File: config.mk
export PLATFORM = sky130hd
export DESIGN_NAME = led_pwm_frame_driver
export DESIGN_NICKNAME = d
export VERILOG_FILES = /design/src/rtl/led_pwm_pkg.sv /design/src/rtl/clock_enable_divider.sv /design/src/rtl/led_pwm_channel.sv /design/src/rtl/led_pwm_frame_driver.sv
export SDC_FILE = /design/constraint.sdc
export NUM_CORES = 1
export LEC_CHECK = 0
export BUFFER_PORTS_ARGS = -buffer_cell sky130_fd_sc_hd__buf_2
export CAP_MARGIN = 20
export CORE_ASPECT_RATIO = 1.1
export CORE_MARGIN = 1
export CORE_UTILIZATION = 36
export DETAILED_ROUTE_END_ITERATION = 10
export HOLD_SLACK_MARGIN = 0.12
export PLACE_DENSITY = 0.53
export SLEW_MARGIN = 20
export SYNTH_ARGS = -nofsm -noshare
export SYNTH_HDL_FRONTEND = slang
export SYNTH_SLANG_ARGS = --single-unit
File: constraint.sdc
create_clock -name i_clk -period 4.7 [get_ports i_clk]
set_input_delay 0.94 -clock i_clk [delete_from_list [all_inputs] [get_ports i_clk]]
set_output_delay 0.94 -clock i_clk [all_outputs]
set_load 0.02 [all_outputs]
File: src/rtl/led_pwm_pkg.sv
// led_pwm_pkg: shared constants, duty type and prescaler divisor helper for the LED PWM driver
package led_pwm_pkg;
    localparam int c_pwm_steps   = 255;
    localparam int c_pwm_cnt_max = 254;
    typedef logic [7:0] t_duty;
    function automatic int f_ce_divisor(input int fclk, input int pwm_frequency);
        int d;
        d = fclk / (pwm_frequency * c_pwm_steps);
        return (d < 1) ? 1 : d;
    endfunction
endpackage

File: src/rtl/clock_enable_divider.sv
// clock_enable_divider: one-clock enable pulse every parm_divisor enabled clocks
module clock_enable_divider #(
    parameter int parm_divisor = 2
) (
    input  logic i_clk,
    input  logic i_srst,
    input  logic i_ce_mhz,
    output logic o_ce
);
    localparam int W = (parm_divisor > 1) ? $clog2(parm_divisor) : 1;
    logic [W-1:0] r_cnt;
    logic         w_ce;
    assign w_ce = i_ce_mhz && (r_cnt == W'(parm_divisor - 1));
    assign o_ce = w_ce;
    always_ff @(posedge i_clk) begin
        if (i_srst)
            r_cnt <= '0;
        else if (i_ce_mhz)
            r_cnt <= w_ce ? '0 : r_cnt + W'(1);
    end
endmodule

File: src/rtl/led_pwm_channel.sv
// led_pwm_channel: per-channel duty shadow and registered compare output with optional inversion
module led_pwm_channel
    import led_pwm_pkg::*;
#(
    parameter int parm_active_low = 0
) (
    input  logic       i_clk,
    input  logic       i_srst,
    input  logic       i_load,
    input  t_duty      i_duty,
    input  logic [7:0] i_pwm_cnt,
    output logic       o_pin
);
    t_duty r_shadow;
    logic  r_pin;
    assign o_pin = r_pin;
    always_ff @(posedge i_clk) begin
        if (i_srst) begin
            r_shadow <= '0;
            r_pin    <= (parm_active_low != 0);
        end else begin
            if (i_load)
                r_shadow <= i_duty;
            r_pin <= (i_pwm_cnt < r_shadow) ^ (parm_active_low != 0);
        end
    end
endmodule

File: src/rtl/led_pwm_frame_driver.sv
// led_pwm_frame_driver: 255-step PWM for RGB and basic LEDs with duties shadow-loaded once per frame
module led_pwm_frame_driver
    import led_pwm_pkg::*;
#(
    parameter int parm_color_led_count = 4,
    parameter int parm_basic_led_count = 4,
    parameter int parm_FCLK            = 40_000_000,
    parameter int parm_pwm_frequency   = 1_000,
    parameter int parm_active_low      = 0
) (
    input  logic                              i_clk,
    input  logic                              i_srst,
    input  logic [8*parm_color_led_count-1:0] i_color_led_red_value,
    input  logic [8*parm_color_led_count-1:0] i_color_led_green_value,
    input  logic [8*parm_color_led_count-1:0] i_color_led_blue_value,
    input  logic [8*parm_basic_led_count-1:0] i_basic_led_lumin_value,
    output logic [parm_color_led_count-1:0]   o_color_led_red,
    output logic [parm_color_led_count-1:0]   o_color_led_green,
    output logic [parm_color_led_count-1:0]   o_color_led_blue,
    output logic [parm_basic_led_count-1:0]   o_basic_led,
    output logic                              o_frame_strobe
);
    localparam int c_ce_divisor = f_ce_divisor(parm_FCLK, parm_pwm_frequency);
    localparam int c_ncl        = parm_color_led_count;
    localparam int c_nch        = 3 * c_ncl + parm_basic_led_count;
    logic               w_tick;
    logic               w_load;
    logic [7:0]         r_pwm_cnt;
    logic               r_load_pend;
    logic               r_frame_strobe;
    logic [8*c_nch-1:0] w_duty;
    logic [c_nch-1:0]   w_pin;
    clock_enable_divider #(
        .parm_divisor(c_ce_divisor)
    ) u_tick (
        .i_clk   (i_clk),
        .i_srst  (i_srst),
        .i_ce_mhz(1'b1),
        .o_ce    (w_tick)
    );
    // Pending flag forces a shadow reload on the first clock out of reset
    assign w_load = r_load_pend | (w_tick && (r_pwm_cnt == 8'(c_pwm_cnt_max)));
    always_ff @(posedge i_clk) begin
        if (i_srst) begin
            r_pwm_cnt      <= '0;
            r_load_pend    <= 1'b1;
            r_frame_strobe <= 1'b0;
        end else begin
            if (w_tick)
                r_pwm_cnt <= (r_pwm_cnt == 8'(c_pwm_cnt_max)) ? 8'd0 : r_pwm_cnt + 8'd1;
            r_load_pend    <= 1'b0;
            r_frame_strobe <= w_load;
        end
    end
    assign w_duty = {i_basic_led_lumin_value, i_color_led_blue_value,
                     i_color_led_green_value, i_color_led_red_value};
    for (genvar n = 0; n < c_nch; n++) begin : g_ch
        led_pwm_channel #(
            .parm_active_low(parm_active_low)
        ) u_ch (
            .i_clk    (i_clk),
            .i_srst   (i_srst),
            .i_load   (w_load),
            .i_duty   (w_duty[8*n +: 8]),
            .i_pwm_cnt(r_pwm_cnt),
            .o_pin    (w_pin[n])
        );
    end
    assign o_color_led_red   = w_pin[c_ncl-1:0];
    assign o_color_led_green = w_pin[2*c_ncl-1:c_ncl];
    assign o_color_led_blue  = w_pin[3*c_ncl-1:2*c_ncl];
    assign o_basic_led       = w_pin[c_nch-1:3*c_ncl];
    assign o_frame_strobe    = r_frame_strobe;
endmodule

==> metrics.txt <==
Mapped Cells=slightly above 1000; final-report hold violation count=0; asr flop ratio synth=0%; CP Capture Type=register; Worst Path Max Fanout=44; pwr dens=between 200 and 300 nW/um^2; Final period util=between 50% and 60%; Die Wd=158 um; DR iter-0 viols=between 200 and 300; CTS Hold Bufs=0; setup TNS=0 ns; max cap viols=0; unrepaired setup endpoints after global routing=false; predominant post-synthesis flop cell=dfxtp_1; status=completed; Ports=roughly 150; met2 wire len=between 9000 and 10000 um; vias per inst=around 4.6; die span in y=around 170 um; vias in the first global route=between 6000 and 7000; CP max stage cell=a31oi_4; gp weighted congestion=about 0.73; grt total ovfl=0; Net count, final=1387; mapped cell area=9670 sq um; worst-margin pin slew=0.915 ns; WL met3=about 540 um; Top Metal Used=met4; fmax=slightly below 400 MHz; cell family with most CP delay=compound AO/OA/AOI/OAI gates; Crit path required time=5.04 ns; Data arrival, critical path=2.88 ns; Max H-tree Level=4; warnings from Yosys=0; register area share after synthesis=33.5%; Slew Viols, Final=0; Initial Utilization=roughly 37%; via count=a little under 7000; num rows=a little over 60; clock slew at reported path FFs=~0.070 ns; hold crit path type=register to register; CTS Buf Count=17; die area=between 20000 and 30000 sq um; Mapped Nets=about 1300; Metal-1 WL=10600 um; antenna violations before repair=0; Lkg Pwr=around 5.2 nW; port bufs=around 150; placed cell count=approximately 1500; cell area after layout=about 11000 sq um; largest net degree at the start of global routing=approximately 130; Routed Antenna Nets=0; clk_lat worst skew=0.42 ns; Slowest Stage Delay on Critical Path=between 0.7 and 0.8 ns; CP Class=register to register; final setup margin=about 2.2 ns; Reg2Reg Depth=6; clock buffer depth=2; final setup skew=around 0.012 ns; antenna cells=0; post-cts gate resize count=0; worst vdd ir=between 200 and 250 uV; Final min period=between 2 and 3 ns; Hold Path Depth=1; final core occ=a little over two fifths; CTS tree=done; EDFF count, synth=0; total power=roughly 3.3 mW; DP Wirelength=~14000 um; DR pass1 iterations=5; first-pass GRT wire length=~34000 um; TritonCTS Sinks=~160; Worst slew margin=39.0%; Placed Area=10700 sq um; area delta synth->final=16.0%; layout cell share with drive strength beyond 1=between 10% and 20%; CTS root buf=clkbuf_16; final WL=approximately 21000 um; Seq cells post-synth=approximately 160; pre-CTS setup slack=around 2.1 ns; CP most frequent cell=and4_1; Synth cell types=33; overall routing resource usage=roughly 16%; syn_area_per_cell=9.42 sq um; Finished Layout Cells=about 1500; final hold slack=0.448 ns; post-CTS setup buffer count=0; Crit path depth=6; Core Area=26200 sq um; Avg WL per Cell=around 14 um; drc violations=0; endpoints failing setup=0; WP buf/inv=2; Cell Chain, Critical Path=buf_4 > and4_1 > and4_1 > a31oi_4 > buf_12 > mux2i_1; crit path launch type=register
## cell type report
class,count,area (sq um)
Timing Repair Buffer,160,880
Fill cell,2725,15000
Tap cell,352,440
Clock buffer,18,429
Multi-Input combinational cell,687,5670
Clock inverter,14,129
Sequential cell,162,3240
Inverter,114,428
## power by group
part	switching, mW	internal, mW
Sequential	0.0408	1.46
Combinational	0.208	0.223
Clock	0.596	0.736
## kinds of logic after synthesis
kind of cell             Yosys count  share of synthesized area [%]
AND/OR/NAND/NOR                  329                           20.8
buffers and inverters            178                           8.02
flip-flops                       162                           33.5
multiplexers                     128                           13.2
adder cells (fa/ha/maj)          115                           14.9
AO/OA/AOI/OAI                    104                           8.55
XOR/XNOR                          11                          0.996
## worst paths after layout
| path | startpoint | end | slack (ns) |
|---|---|---|---|
| worst min register to register | u_tick.r_cnt[0]$_SDFF_PP0_ | u_tick.r_cnt[0]$_SDFF_PP0_ | 0.45 |
| worst min-delay path | u_tick.r_cnt[0]$_SDFF_PP0_ | u_tick.r_cnt[0]$_SDFF_PP0_ | 0.45 |
| worst max-delay path | r_pwm_cnt[5]$_SDFFE_PP0P_ | g_ch[6].u_ch.r_shadow[6]$_SDFFE_PP0P_ | 2.16 |
| worst max register to register | r_pwm_cnt[5]$_SDFFE_PP0P_ | g_ch[6].u_ch.r_shadow[6]$_SDFFE_PP0P_ | 2.16 |
## state kept, by name, indices dropped and copies added (netlist names)
name	count
o_frame_strobe	1
u_tick.r_cnt	8
g_ch.u_ch.o_pin	16
r_load_pend	1
r_pwm_cnt	8
g_ch.u_ch.r_shadow	128
## cells in the mapped netlist, drive strengths merged, types with 6 or more instances
master	count	area share, %
nor2	16	0.62
o31a	15	1.4
mux2i	128	13
nand2	6	0.26
a21o	33	2.6
nor3	15	0.78
nand2b	273	18
a2111oi	15	1.4
inv	114	4.4
a211oi	17	1.3
ha	115	15
dfxtp	162	34
o2111ai	15	1.4
buf	30	2.3
xor2	7	0.63
clkbuf	34	1.3
## per-layer routing
layer,GRT usage [%],vias to the layer above
li1,-,3665
met1,20.6,3129
met2,27.0,100
met3,2.79,12
met4,3.89,0
met5,0,-
## layout by cell type (no fill, tap or decap), drive strengths merged
master	synthesis	layout
nor2	16	16
clkbuf	34	18
o21a	1	1
o2111ai	15	15
or4	2	2
clkinv	0	6
xnor2	4	4
nand2	6	6
nor4b	1	1
nand3	4	4
mux2i	128	128
inv	114	118
a31o	1	1
a211oi	17	17
ha	115	115
a21oi	3	3
nor3	15	15
and2	2	2
a21o	33	33
bufinv	0	1
a31oi	1	1
a2111oi	15	15
o31ai	2	2
buf	30	160
clkinvlp	0	3
o31a	15	15
dfxtp	162	162
or3	1	1
and4	3	3
xor2	7	7
o21ai	1	1
and3	2	2
nand4	4	4
nand2b	273	273
Note: power is estimated with default switching activity, not from simulation.
